`config.mk`:
```
export PLATFORM = sky130hd
export DESIGN_NAME = axi_hs_buffer
export DESIGN_NICKNAME = d
export VERILOG_FILES = /design/src/rtl/axi_hs_buffer.sv
export SDC_FILE = /design/constraint.sdc
export NUM_CORES = 1
export LEC_CHECK = 0
export BUFFER_PORTS_ARGS = -buffer_cell sky130_fd_sc_hd__buf_4
export CORE_MARGIN = 3
export CORE_UTILIZATION = 56
export CTS_CLUSTER_SIZE = 12
export DETAILED_ROUTE_END_ITERATION = 12
export GPL_TIMING_DRIVEN = 1
export PLACE_DENSITY_LB_ADDON = 0.2
export SLEW_MARGIN = 20
export SYNTH_ARGS = -nofsm -noshare
export SYNTH_HDL_FRONTEND = slang
export SYNTH_SLANG_ARGS = --single-unit
```
`constraint.sdc`:
```
create_clock -name clk -period 2.1 [get_ports clk]
set_input_delay 0.315 -clock clk [delete_from_list [all_inputs] [get_ports clk]]
set_output_delay 0.315 -clock clk [all_outputs]
set_load 0.05 [all_outputs]
```
`src/rtl/axi_hs_buffer.sv`:
```
// axi_hs_buffer: valid/ready handshake buffer with a DEPTH-entry FIFO between
// an upstream master and a downstream slave. Zero-valued beats can optionally
// be swallowed, and saturating beat/drop counters are kept for debug.
// s_ready and m_valid come from registered state only, so neither side sees
// a combinational path from the other side's handshake inputs.
module axi_hs_buffer #(
  parameter int unsigned DATA_WIDTH = 32,
  parameter int unsigned DEPTH      = 4,
  parameter int unsigned DROP_ZERO  = 0,
  parameter int unsigned CNT_WIDTH  = 16
) (
  input  logic                    clk,
  input  logic                    reset,
  input  logic                    s_valid,
  input  logic [DATA_WIDTH-1:0]   s_data,
  output logic                    s_ready,
  output logic                    m_valid,
  output logic [DATA_WIDTH-1:0]   m_data,
  input  logic                    m_ready,
  input  logic                    clear_cnt,
  output logic [$clog2(DEPTH):0]  level,
  output logic [CNT_WIDTH-1:0]    beat_cnt,
  output logic [CNT_WIDTH-1:0]    drop_cnt
);

  localparam int unsigned PW = $clog2(DEPTH);
  localparam int unsigned LW = PW + 1;

  typedef enum logic [1:0] {
    EMPTY,
    PARTIAL,
    FULL
  } state_t;

  state_t                  state;
  logic [PW-1:0]           wr_ptr;
  logic [PW-1:0]           rd_ptr;
  logic [DATA_WIDTH-1:0]   mem [DEPTH];

  logic accept;
  logic zero_beat;
  logic push;
  logic pop;
  logic drop;

  assign s_ready = (state != FULL);
  assign m_valid = (state != EMPTY);
  assign m_data  = m_valid ? mem[rd_ptr] : '0;

  // Handshake decode: an accepted zero beat completes but is not stored when dropping is enabled
  always_comb begin
    accept    = s_valid && s_ready;
    zero_beat = (DROP_ZERO != 0) && (s_data == '0);
    push      = accept && !zero_beat;
    drop      = accept && zero_beat;
    pop       = m_valid && m_ready;
  end

  // Storage array; contents are deliberately left unreset
  always_ff @(posedge clk) begin
    if (push) begin
      mem[wr_ptr] <= s_data;
    end
  end

  // Occupancy FSM with pointers and level; pointers wrap naturally since DEPTH is a power of 2
  always_ff @(posedge clk or negedge reset) begin
    if (!reset) begin
      state  <= EMPTY;
      wr_ptr <= '0;
      rd_ptr <= '0;
      level  <= '0;
    end else begin
      if (push) begin
        wr_ptr <= wr_ptr + PW'(1);
      end
      if (pop) begin
        rd_ptr <= rd_ptr + PW'(1);
      end

      case ({push, pop})
        2'b10:   level <= level + LW'(1);
        2'b01:   level <= level - LW'(1);
        default: level <= level;
      endcase

      case (state)
        EMPTY: begin
          if (push) begin
            state <= PARTIAL;
          end
        end
        PARTIAL: begin
          if (push && !pop && (level == LW'(DEPTH - 1))) begin
            state <= FULL;
          end else if (pop && !push && (level == LW'(1))) begin
            state <= EMPTY;
          end
        end
        FULL: begin
          if (pop) begin
            state <= PARTIAL;
          end
        end
        default: state <= EMPTY;
      endcase
    end
  end

  // Saturating debug counters; a synchronous clear wins over a same-cycle increment
  always_ff @(posedge clk or negedge reset) begin
    if (!reset) begin
      beat_cnt <= '0;
      drop_cnt <= '0;
    end else if (clear_cnt) begin
      beat_cnt <= '0;
      drop_cnt <= '0;
    end else begin
      if (pop && (beat_cnt != '1)) begin
        beat_cnt <= beat_cnt + CNT_WIDTH'(1);
      end
      if (drop && (drop_cnt != '1)) begin
        drop_cnt <= drop_cnt + CNT_WIDTH'(1);
      end
    end
  end

endmodule

```
==> flow_summary.ini, run 1 <==
[timing]
fin_setup_tns_ps = -4255
timing.slew.headroom = 0.5917
final_max_slew_viol_count = 0
finClkSkew_ps = 5.540
period_needed_ps = 2277
max_freq_ghz = 0.4392
fin_ws_ps = -176.8
finalHoldViolations = 0
worst_slew_pin_slew_ps = 607.8
rsz0062_at_grt = yes
setup-violations-final = 32
final.period_utilization = 1.084

[hold_path]
worstHoldEndpoint = mem[2][6]
worstHoldPathCells = 1
min_path_type = input port to flop
worstHoldStart = s_data[6]

[layout]
nets = 531
drive_above_1_share = 0.4323
fin_util = 0.7486
mostFrequentLayoutCells = edfxtp_1 (128), buf_4 (73), mux4_2 (32)
num-fill-cells = 662
antenna_cells = 0
multi_input_area_um2 = 1921
area_delta_synth_final_pct = 28.74
layout_commonest_cell = edfxtp_1
seq_area_um2 = 4474

[global_route]
grt_pass1_wl_um = 20000
grt_pass1_vias = 3726
grt_use_total = 0.2096
grt_max_degree = 33
gr-total-overflow = 0
grt_antenna_before_repair = 0

[die]
die_area_um2 = 12720
fp.dieW_um = 112.8
start_util = 0.5815
io_pins = 106
core_um2 = 10980
std_cell_rows = 38
fp.dieH_um = 112.8

[setup_path]
r2r_cells = 5
worstReg2RegEnd = beat_cnt[14]
worstPathRequired_ps = 1780
slowest_delay_ps = 500
reg2reg_from = state[0]
arrival_ps = 1960
crit_path_start_kind = flop
critPathMaxFanout = 7
end_kind = primary output
rrSetupSlack_ps = 170
slowest_stage = mux4_2
crit_type = flop to primary output
cp_cell_sequence = buf_12, buf_16, mux4_2, nor2b_4, buf_6

[logic_synthesis]
syn_area_per_cell_um2 = 17.12
synth.distinct_cells = 39
async_flop_share = 0.1634
syn_inst = 373
synth-edff-count = 128
synthFlopType = edfxtp_1
syn_area_um2 = 6386
ys_warn_count = 0
ys_seq_elements = 153
synth_seq_area_share = 0.6998

[power]
ir_drop_uv = 1200
p_clk_frac = 0.223
seqPwrFrac = 0.319
combPwrFrac = 0.458
p_per_area_nw_per_um2 = 1565
leakagePower_nw = 3.113
power_switching_mw = 4.735
switching_share = 0.3679
internal_power_mw = 8.133

[clock_tree]
clock_path_buffers = 2
htree_levels = 4
cts.sinks = 153
cts_buffers = 17
root_buffer = clkbuf_16
cts_tree = built
clkTransAtPathRegs_ps = 60
insertion_delay_ps = 410

[detailed_routing]
drt_iter0_markers = 214
drc = 0
ant_nets = 0
routedWlPerCell_um = 19.64
vias_per_cell = 5.685
vias = 3610
drt_pass1_iterations = 4
wirelength_um = 12470

[status]
violations = setup timing
outcome = finished, violations left

[flow_run]
drv_cap = 0

[placed_design]
dp_hpwl_um = 7364
io_buffer_count = 89
place_congestion = 0.8446
-- metal layers --
| layer | GRT usage | vias up | wire (µm) |
|---|---|---|---|
| met3 | 0.05080 | 21 | 711 |
| met5 | 0 | - | 0 |
| met4 | 0.08574 | 0 | 296 |
| met1 | 0.2694 | 1828 | 5008 |
| met2 | 0.3468 | 124 | 6456 |
| li1 | - | 1637 | - |
-- cells by family after synthesis --
logic type               Yosys count  share of synthesized area
flip-flops                       153                     0.6998
AND/OR/NAND/NOR                   82                    0.07896
buffers and inverters             48                    0.03840
AO/OA/AOI/OAI                     38                    0.03605
multiplexers                      35                     0.1178
adder cells (fa/ha/maj)           11                    0.02155
XOR/XNOR                           5                   0.006857
other                              1                  0.0005872
-- worst max path at each step --
stage,from,to,slack (ps),cells after the start
final,rd_ptr[0],m_data[31],-180,5
after floorplan,state[0],mem[0][0],20,3
after global routing,rd_ptr[0],m_data[8],-230,5
after detailed placement,state[0],beat_cnt[14],190,5
after CTS,rd_ptr[0],m_data[21],-200,5
after global placement,state[1],beat_cnt[14],240,5
-- Yosys cell counts (all sizes together) (2+ instances only) --
cell      n  share of area
nor4      3         0.0039
nor2b    32          0.031
inv      14         0.0082
nand4     6         0.0069
or4       8         0.0094
xnor2     5         0.0069
nor3      3         0.0024
nand2b    3         0.0029
a21oi    14          0.011
nand2     7         0.0041
edfxtp  128           0.60
or3       7         0.0069
and3      4         0.0039
nand3     2         0.0016
mux2i     2         0.0031
o31ai     7         0.0082
clkbuf   12         0.0071
buf      22          0.023
dfrtp    25          0.098
o22ai     2         0.0020
o21ai     9         0.0071
nor2      5         0.0029
mux4     32           0.11
ha       11          0.022
-- final cells by class --
cell class	instances	area share
sequential	153	0.5442
inverter	14	0.006392
tap	140	0.02131
timing repair buffer	110	0.1265
clock buffer	18	0.05220
multi-input combinational	187	0.2336
clock inverter	13	0.01583
-- timing repair --
action | in CTS | in global routing
gates cloned | 3 | 0
endpoints found under the hold margin | 25 | 0
endpoints found under the setup margin | 32 | 33
setup buffers | 3 | 0
pin swaps | 0 | 1
resized for setup | 49 | 6
hold buffers | 1 | 0
-- state kept, by name, summed over array words and instances, names as in the netlist --
signal,flops
level,3
rd_ptr,2
beat_cnt,16
mem,128
wr_ptr,2
state,2
-- per-stage QoR --
step | setup WS (ps) | std cells | area, µm² | hold WS, ps | power, mW
after floorplan | 19.25 | 388 | 6523 | 19.41 | 7.822
after global placement | 238.1 | 599 | 7366 | 241.9 | 9.227
after detailed placement | 188.7 | 599 | 7366 | 245.8 | 9.294
after CTS | -198.8 | 637 | 8242 | 89.71 | 13.01
after global routing | -233.8 | 635 | 8222 | 87.94 | 13.42
final | -176.8 | 635 | 8222 | 102.0 | 12.87
-- worst max-delay path: cells and delay by family (launching register included) --
kind,cells,cell delay [ps]
buf+inv,3,460
flops,1,450
mux,1,500
simple gates,1,140
-- power by group through the flow --
stage / combinational [mW] / clock, mW / sequential, mW
3_3_place_gp: 5.12 / 0 / 4.11
4_1_cts: 5.99 / 2.92 / 4.10
2_1_floorplan: 3.62 / 0 / 4.21
6_report: 5.89 / 2.87 / 4.10
5_1_grt: 6.20 / 3.06 / 4.15
3_5_place_dp: 5.15 / 0 / 4.14
Note: power is estimated with default switching activity, not from simulation.
==> inputs of run 2 (changes only) <==
ABC_AREA = 1   (was not set)
==> flow_summary.ini, run 2 <==
[logic_synthesis]
synth.distinct_cells = 29
yosysMostFrequentCell = nor2_1
ys_seq_elements = 153
synth_top_cell_by_area = edfxtp_1
synth_top_area_frac = 0.5792
synth_area_leaders = edfxtp_1 (58%), dfrtp_1 (9.4%), nor2_1 (8.8%)
syn_area_per_cell_um2 = 10.95
yosys-top-cells-count = nor2_1 (156), edfxtp_1 (128), o21ai_0 (63), nand2_1 (60), a21oi_1 (38)
syn_area_um2 = 6636
async_flop_share = 0.1634
synth_seq_area_share = 0.6735
synth-edff-count = 128
syn_inst = 606
ys_warn_count = 0
synthFlopType = edfxtp_1

[setup_path]
reg2reg_from = state[0]
critPathLaunch = rd_ptr[0]
arrival_ps = 1760
r2r_cells = 5
rrSetupSlack_ps = 400
worstPathRequired_ps = 1780
end_kind = primary output
crit_type = flop to primary output
worstReg2RegEnd = mem[3][2]
critPathMaxFanout = 32
crit_path_start_kind = flop

[timing]
finClkSkew_ps = 7.970
setup-violations-final = 0
max_freq_ghz = 0.4814
period_needed_ps = 2077
final.period_utilization = 0.9892
fin_setup_tns_ps = 0
rsz0062_at_grt = yes
final_max_slew_viol_count = 0
timing.slew.headroom = 0.6531
finalHoldViolations = 0
worst_slew_pin_slew_ps = 519.8

[hold_path]
worstHoldPathCells = 1
worstHoldStart = s_data[29]
worstHoldEndpoint = mem[2][29]
min_path_type = input port to flop

[detailed_routing]
drt_iter0_markers = 495
routedWlPerCell_um = 16.58
wirelength_um = 14290
ant_nets = 0
drc = 0
drt_pass1_iterations = 5
vias_per_cell = 5.501
vias = 4742

[layout]
reg.largest.list = mem (128), beat_cnt (16), level (3)
nets = 754
mostFrequentLayoutCells = nor2_1 (152), edfxtp_1 (128), buf_4 (94)
instances_no_fill = 862
area_delta_synth_final_pct = 24.92
antenna_cells = 0
drive_above_1_share = 0.2267
max_flop_register = mem
layout_commonest_cell = nor2_1
largest_reg_flops = 128

[clock_tree]
clock_path_buffers = 2
clkTransAtPathRegs_ps = 60
insertion_delay_ps = 420
cts_buffers = 17
cts_tree = built
htree_levels = 4
cts.sinks = 153
root_buffer = clkbuf_16

[placed_design]
io_buffer_count = 89
placedCellCount = 826
dp_hpwl_um = 8397
place_congestion = 0.8177

[die]
io_pins = 106
fp.dieW_um = 114.9
die_area_um2 = 13190
std_cell_rows = 39
core_um2 = 11520
fp.dieH_um = 114.9
start_util = 0.5763

[global_route]
grt_antenna_before_repair = 0
grt_pass1_wl_um = 22410
gr-total-overflow = 0
grt_pass1_vias = 4648
grt_max_degree = 37
grt_use_total = 0.2220

[status]
outcome = completed

[power]
power_mw = 13.49
leakagePower_nw = 3.267
p_per_area_nw_per_um2 = 1627
ir_drop_uv = 1060

[flow_run]
drv_cap = 0
## run 2: cell count changes in the layout (fill, tap and decap cells not counted), sizes merged, moves of 12 or more
| cell | before | now |
|---|---|---|
| inv | 15 | 27 |
| mux4 | 32 | 0 |
| nor2 | 5 | 161 |
| nand2 | 7 | 62 |
| nor2b | 32 | 0 |
| a21oi | 14 | 38 |
| o21ai | 9 | 72 |
| nand3 | 2 | 20 |
## run 2: cells by family (layout without fill, tap and decap cells)
group                    Yosys count  count (layout)  synth area share
flip-flops                       153             153            0.6735
AND/OR/NAND/NOR                  250             250            0.1542
buffers and inverters             69             167           0.05091
AO/OA/AOI/OAI                    112             112           0.08692
other                              1              16         0.0005651
adder cells (fa/ha/maj)           11              11           0.02074
XOR/XNOR                          10              10           0.01320
## run 2: worst max-delay path by stage
stage / to / slack (ps) / depth (start not counted)
after floorplan: mem[0][0] / 6 / 4
after global placement: m_data[15] / 410 / 6
after detailed placement: m_data[15] / 300 / 6
after CTS: m_data[24] / -20 / 6
after global routing: m_data[4] / -60 / 6
final: m_data[15] / 20 / 6
## run 2: critical path, cell delays in order, from the launching register on
cell     delay, ps
dfrtp_2        440
buf_12         190
nor2_1          80
nor2_1          80
o21ai_1        110
a21oi_2        230
buf_6          190
## run 2: power by group
| part | switching, mW | internal, mW | total, mW |
|---|---|---|---|
| combinational | 4.19 | 1.89 | 6.09 |
| sequential | 0.212 | 3.91 | 4.12 |
| clock | 1.15 | 2.13 | 3.28 |
| total | 5.56 | 7.93 | 13.5 |
## run 2: repair_timing
| item | in CTS | in global routing |
|---|---|---|
| cloned | 0 | 1 |
| pin swaps | 3 | 1 |
| hold buffers | 1 | 0 |
| endpoints found under the hold margin | 25 | 0 |
| buffers inserted | 0 | 2 |
| gates resized for setup | 11 | 26 |
| endpoints found under the setup margin | 15 | 19 |
## run 2: area by class of cell
type | count | area [µm²]
clock buffers | 18 | 439.2
clock inverters | 14 | 202.7
fillers | 798 | 3226
inverters | 27 | 106.4
multi-input cells | 399 | 1937
flip-flops and latches | 153 | 4472
well taps | 143 | 178.9
repair buffers | 108 | 954.7
## run 2: per-stage QoR
stage / hold WS, ps / area [µm²] / setup slack (ps) / utilization
floorplan: 19.41 / 6725 / 5.693 / -
global placement: 239.1 / 7515 / 411.7 / 0.6525
detailed placement: 240.1 / 7515 / 303.9 / 0.6525
CTS: 84.09 / 8198 / -23.20 / 0.7119
global route: 84.70 / 8290 / -60.64 / 0.7199
finish: 97.41 / 8290 / 22.62 / 0.7199
## run 2: routing by layer
layer | global-route usage | part of all wire | vias to the layer above
met5 | 0 | 0 | -
li1 | - | - | 2242
met4 | 0.08529 | 0.016 | 0
met3 | 0.05526 | 0.068 | 19
met2 | 0.3692 | 0.51 | 189
met1 | 0.2829 | 0.41 | 2292
